## config.mk

```make
export PLATFORM = sky130hd
export DESIGN_NAME = simplez_mem_arbiter
export DESIGN_NICKNAME = d
export VERILOG_FILES = /design/src/rtl/simplez_mem_pkg.sv /design/src/rtl/simplez_mem_arbiter_rr_arbiter2.sv /design/src/rtl/simplez_mem_arbiter.sv
export SDC_FILE = /design/constraint.sdc
export NUM_CORES = 1
export LEC_CHECK = 0
export ABC_CLOCK_PERIOD_IN_PS = 1750
export BUFFER_PORTS_ARGS = -buffer_cell sky130_fd_sc_hd__buf_2
export CAP_MARGIN = 20
export CORE_UTILIZATION = 45
export DETAILED_ROUTE_END_ITERATION = 12
export HOLD_SLACK_MARGIN = 0.12
export PLACE_DENSITY = 0.77
export SLEW_MARGIN = 40
export SYNTH_ARGS = -nofsm -noshare
export SYNTH_HDL_FRONTEND = slang
export SYNTH_SLANG_ARGS = --single-unit
```

## constraint.sdc

```tcl
create_clock -name clk -period 1.75 [get_ports clk]
set_input_delay 0 -clock clk [delete_from_list [all_inputs] [get_ports clk]]
set_output_delay 0 -clock clk [all_outputs]
set_load 0.01 [all_outputs]
```

## src/rtl/simplez_mem_pkg.sv

```systemverilog
// Shared constants and types for the Simplez memory arbiter.
package simplez_mem_pkg;

  localparam int SIMPLEZ_AW = 9;
  localparam int SIMPLEZ_DW = 12;

  localparam logic CPU    = 1'b0;
  localparam logic LOADER = 1'b1;

  typedef enum logic [1:0] {
    IDLE   = 2'd0,
    ACCESS = 2'd1,
    RESP   = 2'd2
  } state_e;

endpackage

```

## src/rtl/simplez_mem_arbiter_rr_arbiter2.sv

```systemverilog
// Two-way round-robin pick; the last-grant pointer is owned by the parent.
module rr_arbiter2
  import simplez_mem_pkg::*;
(
  input  logic [1:0] req_i,
  input  logic       enable_i,
  input  logic       last_i,
  output logic       winner_o,
  output logic       valid_o
);

  always_comb begin
    valid_o  = enable_i & (|req_i);
    winner_o = CPU;
    if (req_i == 2'b11) begin
      winner_o = ~last_i;
    end else if (req_i[1]) begin
      winner_o = LOADER;
    end
  end

endmodule

```

## src/rtl/simplez_mem_arbiter.sv

```systemverilog
// CPU / loader access controller for the single-ported Simplez 512x12 memory.
module simplez_mem_arbiter
  import simplez_mem_pkg::*;
#(
  parameter int AW = SIMPLEZ_AW,
  parameter int DW = SIMPLEZ_DW
) (
  input  logic          clk,
  input  logic          rstn,
  input  logic          m0_req,
  input  logic          m0_wr,
  input  logic [AW-1:0] m0_addr,
  input  logic [DW-1:0] m0_wdata,
  output logic          m0_ack,
  output logic [DW-1:0] m0_rdata,
  input  logic          m1_req,
  input  logic          m1_wr,
  input  logic [AW-1:0] m1_addr,
  input  logic [DW-1:0] m1_wdata,
  output logic          m1_ack,
  output logic [DW-1:0] m1_rdata,
  output logic [AW-1:0] mem_addr,
  output logic          mem_wr,
  output logic [DW-1:0] mem_din,
  input  logic [DW-1:0] mem_dout,
  output logic          busy,
  output logic          grant
);

  state_e        state_q, state_d;
  logic          ptr_q, ptr_d;
  logic          grant_q, grant_d;
  logic [AW-1:0] mem_addr_q, mem_addr_d;
  logic          mem_wr_q, mem_wr_d;
  logic [DW-1:0] mem_din_q, mem_din_d;
  logic [1:0]    ack_q, ack_d;
  logic [DW-1:0] rdata0_q, rdata0_d;
  logic [DW-1:0] rdata1_q, rdata1_d;

  logic arb_winner;
  logic arb_valid;

  rr_arbiter2 u_rr (
    .req_i    ({m1_req, m0_req}),
    .enable_i (state_q == IDLE),
    .last_i   (ptr_q),
    .winner_o (arb_winner),
    .valid_o  (arb_valid)
  );

  always_ff @(posedge clk or negedge rstn) begin
    if (!rstn) begin
      state_q    <= IDLE;
      ptr_q      <= LOADER;
      grant_q    <= CPU;
      mem_addr_q <= '0;
      mem_wr_q   <= 1'b0;
      mem_din_q  <= '0;
      ack_q      <= '0;
      rdata0_q   <= '0;
      rdata1_q   <= '0;
    end else begin
      state_q    <= state_d;
      ptr_q      <= ptr_d;
      grant_q    <= grant_d;
      mem_addr_q <= mem_addr_d;
      mem_wr_q   <= mem_wr_d;
      mem_din_q  <= mem_din_d;
      ack_q      <= ack_d;
      rdata0_q   <= rdata0_d;
      rdata1_q   <= rdata1_d;
    end
  end

  always_comb begin
    state_d    = state_q;
    ptr_d      = ptr_q;
    grant_d    = grant_q;
    mem_addr_d = mem_addr_q;
    mem_wr_d   = 1'b0;
    mem_din_d  = mem_din_q;
    ack_d      = '0;
    rdata0_d   = rdata0_q;
    rdata1_d   = rdata1_q;

    unique case (state_q)
      IDLE: begin
        if (arb_valid) begin
          if (arb_winner == LOADER) begin
            mem_addr_d = m1_addr;
            mem_wr_d   = m1_wr;
            mem_din_d  = m1_wdata;
          end else begin
            mem_addr_d = m0_addr;
            mem_wr_d   = m0_wr;
            mem_din_d  = m0_wdata;
          end
          grant_d = arb_winner;
          ptr_d   = arb_winner;
          state_d = ACCESS;
        end
      end
      ACCESS: begin
        // Memory has acted on the falling edge; on writes mem_dout is the old word.
        if (grant_q == LOADER) begin
          rdata1_d = mem_dout;
        end else begin
          rdata0_d = mem_dout;
        end
        ack_d[grant_q] = 1'b1;
        state_d        = RESP;
      end
      RESP: begin
        state_d = IDLE;
      end
      default: begin
        state_d = IDLE;
      end
    endcase
  end

  assign mem_addr = mem_addr_q;
  assign mem_wr   = mem_wr_q;
  assign mem_din  = mem_din_q;
  assign m0_ack   = ack_q[0];
  assign m1_ack   = ack_q[1];
  assign m0_rdata = rdata0_q;
  assign m1_rdata = rdata1_q;
  assign busy     = (state_q != IDLE);
  assign grant    = grant_q;

endmodule

```

# Yosys cells after proc, flatten, opt, wreduce, memory -nomap -nowiden
# Index checks and enable logic that the tools add are counted.
[classes]
n_addsub = 0
n_mul = 0
n_div = 0
order_cmp = 2
eq_ne = 3
shift = 0
mux = 12
bitwise_logic = 3
n_reduce_logical = 7
[op_table]
columns = ["operator", "n"]
rows = [
  ["$mux W12", 1],
  ["$mux W9", 1],
  ["$mux W1", 6],
  ["$reduce_and A2 Y1", 3],
  ["$mux W2", 2],
  ["$pmux W2 S2", 1],
  ["$eq A2 B1 Y1 const B", 1],
  ["$eq A2 B2 Y1 const B", 1],
  ["$logic_not A2 Y1", 1],
  ["$lt A1 B2 Y1 const B", 1],
  ["$ne A2 B2 Y1 const B", 1],
  ["$not A1 Y1", 2],
  ["$reduce_bool A2 Y1", 1],
  ["$reduce_or A2 Y1", 1],
  ["$and A1 B1 Y1", 1],
  ["$demux W1 S1", 1],
  ["$ge A1 B1 Y1 const B", 1],
  ["$logic_and A1 B1 Y1", 1],
]
[totals]
register_bits = 52
latchBits = 0
ramBits = 0
romBits = 0
output_inout_bits = 50
wordCells = 36
mem_count = 0

# Logic depth before layout (Yosys ltp)
# Gate-level depths: netlist of run 1.
[depth]
word_depth = 5
depth_mapped = 5
ltp_nobuf = 4

# Hierarchy
# From an unflattened synthesis of run 1, not the netlist that was laid out.
[hier_totals]
hier_cells = 138
area_unflattened_um2 = 2235.9
[by_module_without_submodules]
columns = ["module", "n_inst", "cells_each", "area_per_inst_um2", "seq_area_each_um2"]
rows = [
  ["simplez_mem_arbiter", 1, 136, 2217.1, 1302.5],
  ["rr_arbiter2", 1, 2, 18.8, 0.0],
]

# Least setup slack after synthesis of run 1
# OpenSTA, ideal clock, no wires.
[synth_path]
kind = "reg-to-reg"
from = "reg state_q[1]"
to = "reg rdata0_q[0], in the netlist m0_rdata[0]"
setup_ps = 125
arrival_ps = 1163
required_time_ps = 1625
slack_ps = 462
path_stages_with_launch = 5
n_path_buf = 1
period_less_slack_ps = 1288
cell_sequence = "dfrtp_1 > nor2b_4 > and2b_4 > buf_12 > mux2_4"
[synth_via]
elab_chain_cells = 2
[synth_rtl]
columns = ["item", "line", "text"]
rows = [
  ["from (decl)", "simplez_mem_arbiter.sv:30", "state_e state_q, state_d;"],
  ["from (signal assigned)", "simplez_mem_arbiter.sv:63", "state_q <= state_d;"],
  ["$eq A2 B1 Y1", "simplez_mem_arbiter.sv:86", "unique case (state_q)"],
  ["$reduce_and A2 Y1 (no line)", "n/a", ""],
  ["to (signal assigned)", "simplez_mem_arbiter.sv:70", "rdata0_q <= rdata0_d;"],
  ["to (decl)", "simplez_mem_arbiter.sv:37", "logic [DW-1:0] rdata0_q, rdata0_d;"],
]
# Every way passes these cells.
# A chain may end at the register's enable or synchronous reset.

# Worst setup path in the final report of run 1
[layout_path]
from = "reg state_q[1]"
to = "reg ptr_q"
[layout_via]
elab_chain_cells = 3
[layout_rtl]
columns = ["item", "line", "text"]
rows = [
  ["$logic_not A2 Y1 (*)", "simplez_mem_arbiter.sv:45, simplez_mem_arbiter.sv:86", ""],
  ["$and A1 B1 Y1", "simplez_mem_arbiter_rr_arbiter2.sv:13", "valid_o = enable_i & (|req_i);"],
  ["$reduce_and A2 Y1 (no line) (*)", "n/a", ""],
  ["to (signal assigned)", "simplez_mem_arbiter.sv:64", "ptr_q <= ptr_d;"],
  ["to (decl)", "simplez_mem_arbiter.sv:31", "logic ptr_q, ptr_d;"],
]
# Every way passes the cells marked *; elsewhere a longest branch is shown, timed or not.

==> impl_metrics.tcl, run 1 <==
set metrics [dict create \
    worstPathArrival_ns 1.91 \
    drt_iter0_drc 165 \
    relSlewSlack 0.565 \
    dpl_worst_slack_ns 0.334 \
    drc 0 \
    fp.dieW_um 72.1 \
    use_met1 0.308 \
    clk_pin_slew_ns 0.09 \
    p_clk_frac 0.126 \
    power_density_nw_per_um2 1560 \
    grt-busiest-layer "met2" \
    coreArea_um2 4720 \
    leakagePower_uw 0.00170 \
    fmax_mhz 602 \
    syn2layout_area_growth_pct 57.5 \
    synth.area.top_cells "dfrtp_1 (58%), mux2_2 (7.6%), nand2_1 (7.5%)" \
    overflow 0 \
    die_y_um 72.1 \
    drt-wirelength-per-cell_um 15.7 \
    pin_count 110 \
    hp-class "in -> async" \
    swShare 0.373 \
    dp_hpwl_um 3270 \
    total_power_uw 5450 \
    stdcell_count 423 \
    postRouteAntennaNets 0 \
    gp_congestion 0.720 \
    postSynthCellCount 189 \
    vias 2146 \
    synthArstFlopShare 1.00 \
    use_met3 0.0625 \
    final_cell_area_um2 3490 \
    path_class "reg -> reg" \
    num-nets-final 415 \
    syn_nets 249 \
    synth_area_per_cell_um2 11.7 \
    initial_core_util 0.469 \
    die-area_um2 5200 \
    std_cell_rows 25 \
    placed_cell_area_um2 2790 \
    synth_edf_count 0 \
    peakVddDrop_mv 0.799 \
    setup_violations 0 \
    worstSetupEndpointType "flop" \
    finalCriticalPeriod_ns 1.66 \
    synth_seq_cells 52 \
    yosysSeqAreaShare 0.588 \
    via_per_inst 5.07 \
    dr.pass1.iters 4 \
    final-hold-violation-count 0 \
    cts_buffers 5 \
    ys.flop_type "dfrtp_1" \
    use_met2 0.437 \
    wirelength_um 6660 \
    cts_tree "done" \
    comb_power_share 0.476 \
    clock_latency_ns 0.30 \
    critPathMaxFanout 25 \
    status "completed" \
    port_buffers 109 \
    p_int_uw 3420 \
    root_buffer "clkbuf_8" \
    synth_top_area_frac 0.577 \
    synthTopCellsByCount "dfrtp_1 (51), nand2_1 (44), a21oi_1 (23), a31oi_1 (22), mux2_2 (15)" \
    finalCritPeriodShare 0.950 \
    start_kind "flop" \
    yosysWarnings 0 \
    skew_ns 0.00829 \
    htree_num_levels 2 \
    yosysMostFrequentCell "dfrtp_1" \
    required_ns 2.00 \
    grt_max_degree 53 \
    grt_pass1_wl_um 10200 \
    seq_power_share 0.397 \
    diodes 0 \
    layout-drive-gt1-share 0.430 \
    cts.sink_count 52 \
    slew_violations 0 \
    antenna_found_initial 0 \
    grt_usage 0.256 \
    syn_area_um2 2210 \
    rr_worst_depth 5 \
    cts_buffer_depth 2 \
    r2r_end "ptr_q" \
    ys_types 21 \
    r2r_slack_ns 0.09 \
    r2r-start "state_q[1]" \
    place_inst 356 \
    maxCapViolCount 0 \
    netSwitchingPower_uw 2030 \
    worst_slack_ns 0.0882 \
    yosysTopAreaCell "dfrtp_1" \
    grt_pass1_vias 2164 \
    tightest_slew_ns 0.651 \
    postCtsSetupRepairBufs 0 \
]
kinds of logic after synthesis:
| group | synth area share |
|---|---|
| flops | 0.588 |
| simple gates | 0.0989 |
| compound gates | 0.128 |
| mux | 0.137 |
| buf+inv | 0.0475 |
placed cells by master, fill, tap and decap left out, drive strengths merged:
cell and count:
buf 112, and2b 1, dfstp 1, a21bo 1, clkbuf 6, dfrtp 51, a21oi 23, a21boi 1
clkinv 2, nand2 46, a31oi 22, a22o 1, or2 1, dlygate4sd3 59, nor2 1, inv 3
nor2b 1, mux2 24
state kept, by name, summed over array words and instances, names as in the netlist:
signal and cells:
ack_q 2, ptr_q 1, state_q 2, m0_rdata 12, m1_rdata 12, grant 1, mem_wr 1, mem_addr 9
mem_din 12
cell type report:
cell class	count	area [µm²]
clock buffers	6	82.6
well taps	67	83.8
repair buffers	171	1180
clock inverters	2	10.0
inverters	3	11.3
multi-input cells	122	813
fillers	309	1240
flip-flops and latches	52	1300
per-layer routing:
metal,share of wire,up-vias
met4,0.022,0
met3,0.084,15
met5,0,-
met2,0.50,123
met1,0.39,1017
li1,-,991
worst max path at each step:
stage / slack, ns / depth (start not counted) / start / endpoint
after floorplan: 0.46 / 4 / state_q[1] / m0_rdata[0]
after global placement: 0.26 / 3 / ptr_q / mem_din[9]
after detailed placement: 0.33 / 3 / ptr_q / mem_din[11]
after CTS: 0.04 / 5 / state_q[1] / ptr_q
after global routing: -0.01 / 5 / state_q[1] / ptr_q
final: 0.09 / 5 / state_q[1] / ptr_q
timing repair:
action / CTS / global route
setup endpoints to repair: 0 / 1
endpoints found under the hold margin: 99 / 0
resized for setup: 0 / 3
hold buffers: 59 / 0
power by group through the flow:
| stage | registers, µW | logic, µW | clock network [µW] |
|---|---|---|---|
| finish | 2170 | 2600 | 688 |
| global route | 2230 | 2790 | 754 |
| CTS | 2140 | 2500 | 712 |
| detailed placement | 2160 | 2380 | 0 |
| global placement | 2140 | 2320 | 0 |
| floorplan | 2420 | 1310 | 0 |
metrics by stage:
| stage | setup TNS [ns] | utilization | hold WS (ns) |
|---|---|---|---|
| 2_1_floorplan | 0 | - | -0.296 |
| 3_3_place_gp | 0 | 0.589 | 0.0117 |
| 3_5_place_dp | 0 | 0.591 | 0.0154 |
| 4_1_cts | 0 | 0.736 | 0.199 |
| 5_1_grt | -0.0102 | 0.738 | 0.233 |
| 6_report | 0 | 0.738 | 0.210 |
worst max-delay path, stage by stage, from the launching register on:
cell and delay [ns]:
dfrtp_1 0.43, nor2_2 0.19, buf_12 0.20, a21oi_1 0.08, a31oi_1 0.14, dlygate4sd3_1 0.57
Note: power is estimated with default switching activity, not from simulation.
==> run 2, diff against run 1 <==
--- a/config.mk
+++ b/config.mk
@@ -8,10 +8,11 @@
 export ABC_CLOCK_PERIOD_IN_PS = 1750
 export BUFFER_PORTS_ARGS = -buffer_cell sky130_fd_sc_hd__buf_2
 export CAP_MARGIN = 20
+export CORE_ASPECT_RATIO = 1.1
 export CORE_UTILIZATION = 45
 export DETAILED_ROUTE_END_ITERATION = 12
 export HOLD_SLACK_MARGIN = 0.12
-export PLACE_DENSITY = 0.77
+export PLACE_DENSITY = 0.79
 export SLEW_MARGIN = 40
 export SYNTH_ARGS = -nofsm -noshare
 export SYNTH_HDL_FRONTEND = slang
==> run 2 against run 1 <==
- routed wire length down 5.1%
- critical path depth unchanged
- cell count down 2.1%
- power up 1.2%
- die area about the same
- largest power group unchanged
- core utilization up 0.34 points
- setup slack worse by 0.039 ns
- register-to-register slack worse by 0.04 ns
==> impl_metrics.tcl, run 2 (synthesized netlist as in run 1, its figures left out) <==
set metrics [dict create \
    status "completed" \
    grt_pass1_wl_um 9700 \
    required_ns 1.98 \
    cts.sink_count 52 \
    tightest_slew_ns 0.784 \
    syn2layout_area_growth_pct 57.0 \
    port_buffers 109 \
    via_per_inst 5.15 \
    rsz0062_at_grt "no" \
    diodes 0 \
    relSlewSlack 0.477 \
    regArea_um2 1300 \
    htree_num_levels 2 \
    vias 2134 \
    die-area_um2 5200 \
    dp_hpwl_um 3510 \
    clk_pin_slew_ns 0.09 \
    hp-class "in -> reg" \
    multi_input_area_um2 806 \
    final_common_cell "buf_2" \
    path_class "reg -> reg" \
    wirelength_um 6320 \
    coreArea_um2 4680 \
    cts_tree "done" \
    crit_start "state_q[1]" \
    power_density_nw_per_um2 1590 \
    tns_ns 0 \
    fp.dieW_um 68.9 \
    worstSetupEndpointType "flop" \
    utilization 0.742 \
    fmax_mhz 588 \
    critPathMaxFanout 18 \
    num-nets-final 417 \
    pin_count 110 \
    start_kind "flop" \
    drt-wirelength-per-cell_um 15.3 \
    setup_violations 0 \
    layout-drive-gt1-share 0.430 \
    grt_usage 0.253 \
    finalCritPeriodShare 0.972 \
    postRouteAntennaNets 0 \
    antenna_found_initial 0 \
    cts_buffer_depth 2 \
    drc 0 \
    initial_core_util 0.472 \
    dr.pass1.iters 4 \
    r2r-start "state_q[1]" \
    gp_congestion 0.856 \
    postCtsSetupRepairBufs 0 \
    finalCriticalPeriod_ns 1.70 \
    skew_ns 0.00243 \
    drt_iter0_drc 140 \
    slew_violations 0 \
    leakagePower_uw 0.00171 \
    cts_buffers 5 \
    clock_latency_ns 0.29 \
    root_buffer "clkbuf_8" \
    peakVddDrop_mv 0.833 \
    overflow 0 \
    worstPathArrival_ns 1.93 \
    die_y_um 75.6 \
    min_from "m0_req" \
    grt_max_degree 53 \
    fillerInstances 334 \
    final-hold-violation-count 0 \
    most-common-layout-cells "buf_2 (109), dlygate4sd3_1 (59), dfrtp_1 (51)" \
    maxCapViolCount 0 \
    std_cell_rows 26 \
    grt_pass1_vias 2158 \
]
[run 2: changes by cell type in the layout (fill, tap and decap cells not counted), sizes merged]
cell and change:
clkinv -1, buf +2, bufinv +1
[run 2: repair_timing]
item	CTS	global route
setup endpoints to repair	0	1
gates resized for setup	0	1
hold endpoints to repair	98	0
hold buffers	59	0
[run 2: power by group]
part	switching, µW	internal, µW
clock network	362	425
registers	349	1820
logic	1290	1270
[run 2: path summary, 6_finish.rpt]
path | slack [ns] | to | depth (start not counted)
max in group asynchronous | 0.95 | m1_rdata[0] | 3
hold / removal | 0.24 | mem_wr | 5
setup / recovery | 0.05 | ptr_q | 5
setup reg to reg | 0.05 | ptr_q | 5
hold reg to reg | 0.51 | m1_rdata[5] | 1
min in group asynchronous | 0.36 | m1_rdata[8] | 3
[run 2: per-stage QoR]
| step | cells | power, µW | instance area, µm² | hold slack [ns] | setup WS, ns |
|---|---|---|---|---|---|
| floorplan | 189 | 3730 | 2210 | -0.296 | 0.462 |
| global placement | 347 | 4480 | 2770 | 0.144 | 0.347 |
| detailed placement | 347 | 4580 | 2770 | 0.154 | 0.227 |
| CTS | 414 | 5480 | 3470 | 0.201 | 0.0943 |
| global route | 414 | 5930 | 3470 | 0.260 | 0.00612 |
| finish | 414 | 5510 | 3470 | 0.237 | 0.0491 |
[run 2: worst max-delay path, stage by stage, from the launching register on]
cell           delay [ns]
dfrtp_1              0.43
nor2_2               0.17
buf_6                0.21
a21oi_1              0.09
a31oi_1              0.16
dlygate4sd3_1        0.59
[run 2: layer usage]
| layer | share of wire | GRT usage |
|---|---|---|
| met5 | 0 | 0 |
| met4 | 0.032 | 0.113 |
| met3 | 0.065 | 0.0629 |
| met2 | 0.53 | 0.451 |
| met1 | 0.38 | 0.282 |
[run 2: final cells by class]
type / count / share of cell area
Clock buffer: 6 / 0.0209
Clock inverter: 2 / 0.0101
Inverter: 3 / 0.00324
Multi-Input combinational cell: 122 / 0.232
Sequential cell: 52 / 0.375
Tap cell: 56 / 0.0202
Timing Repair Buffer: 173 / 0.339
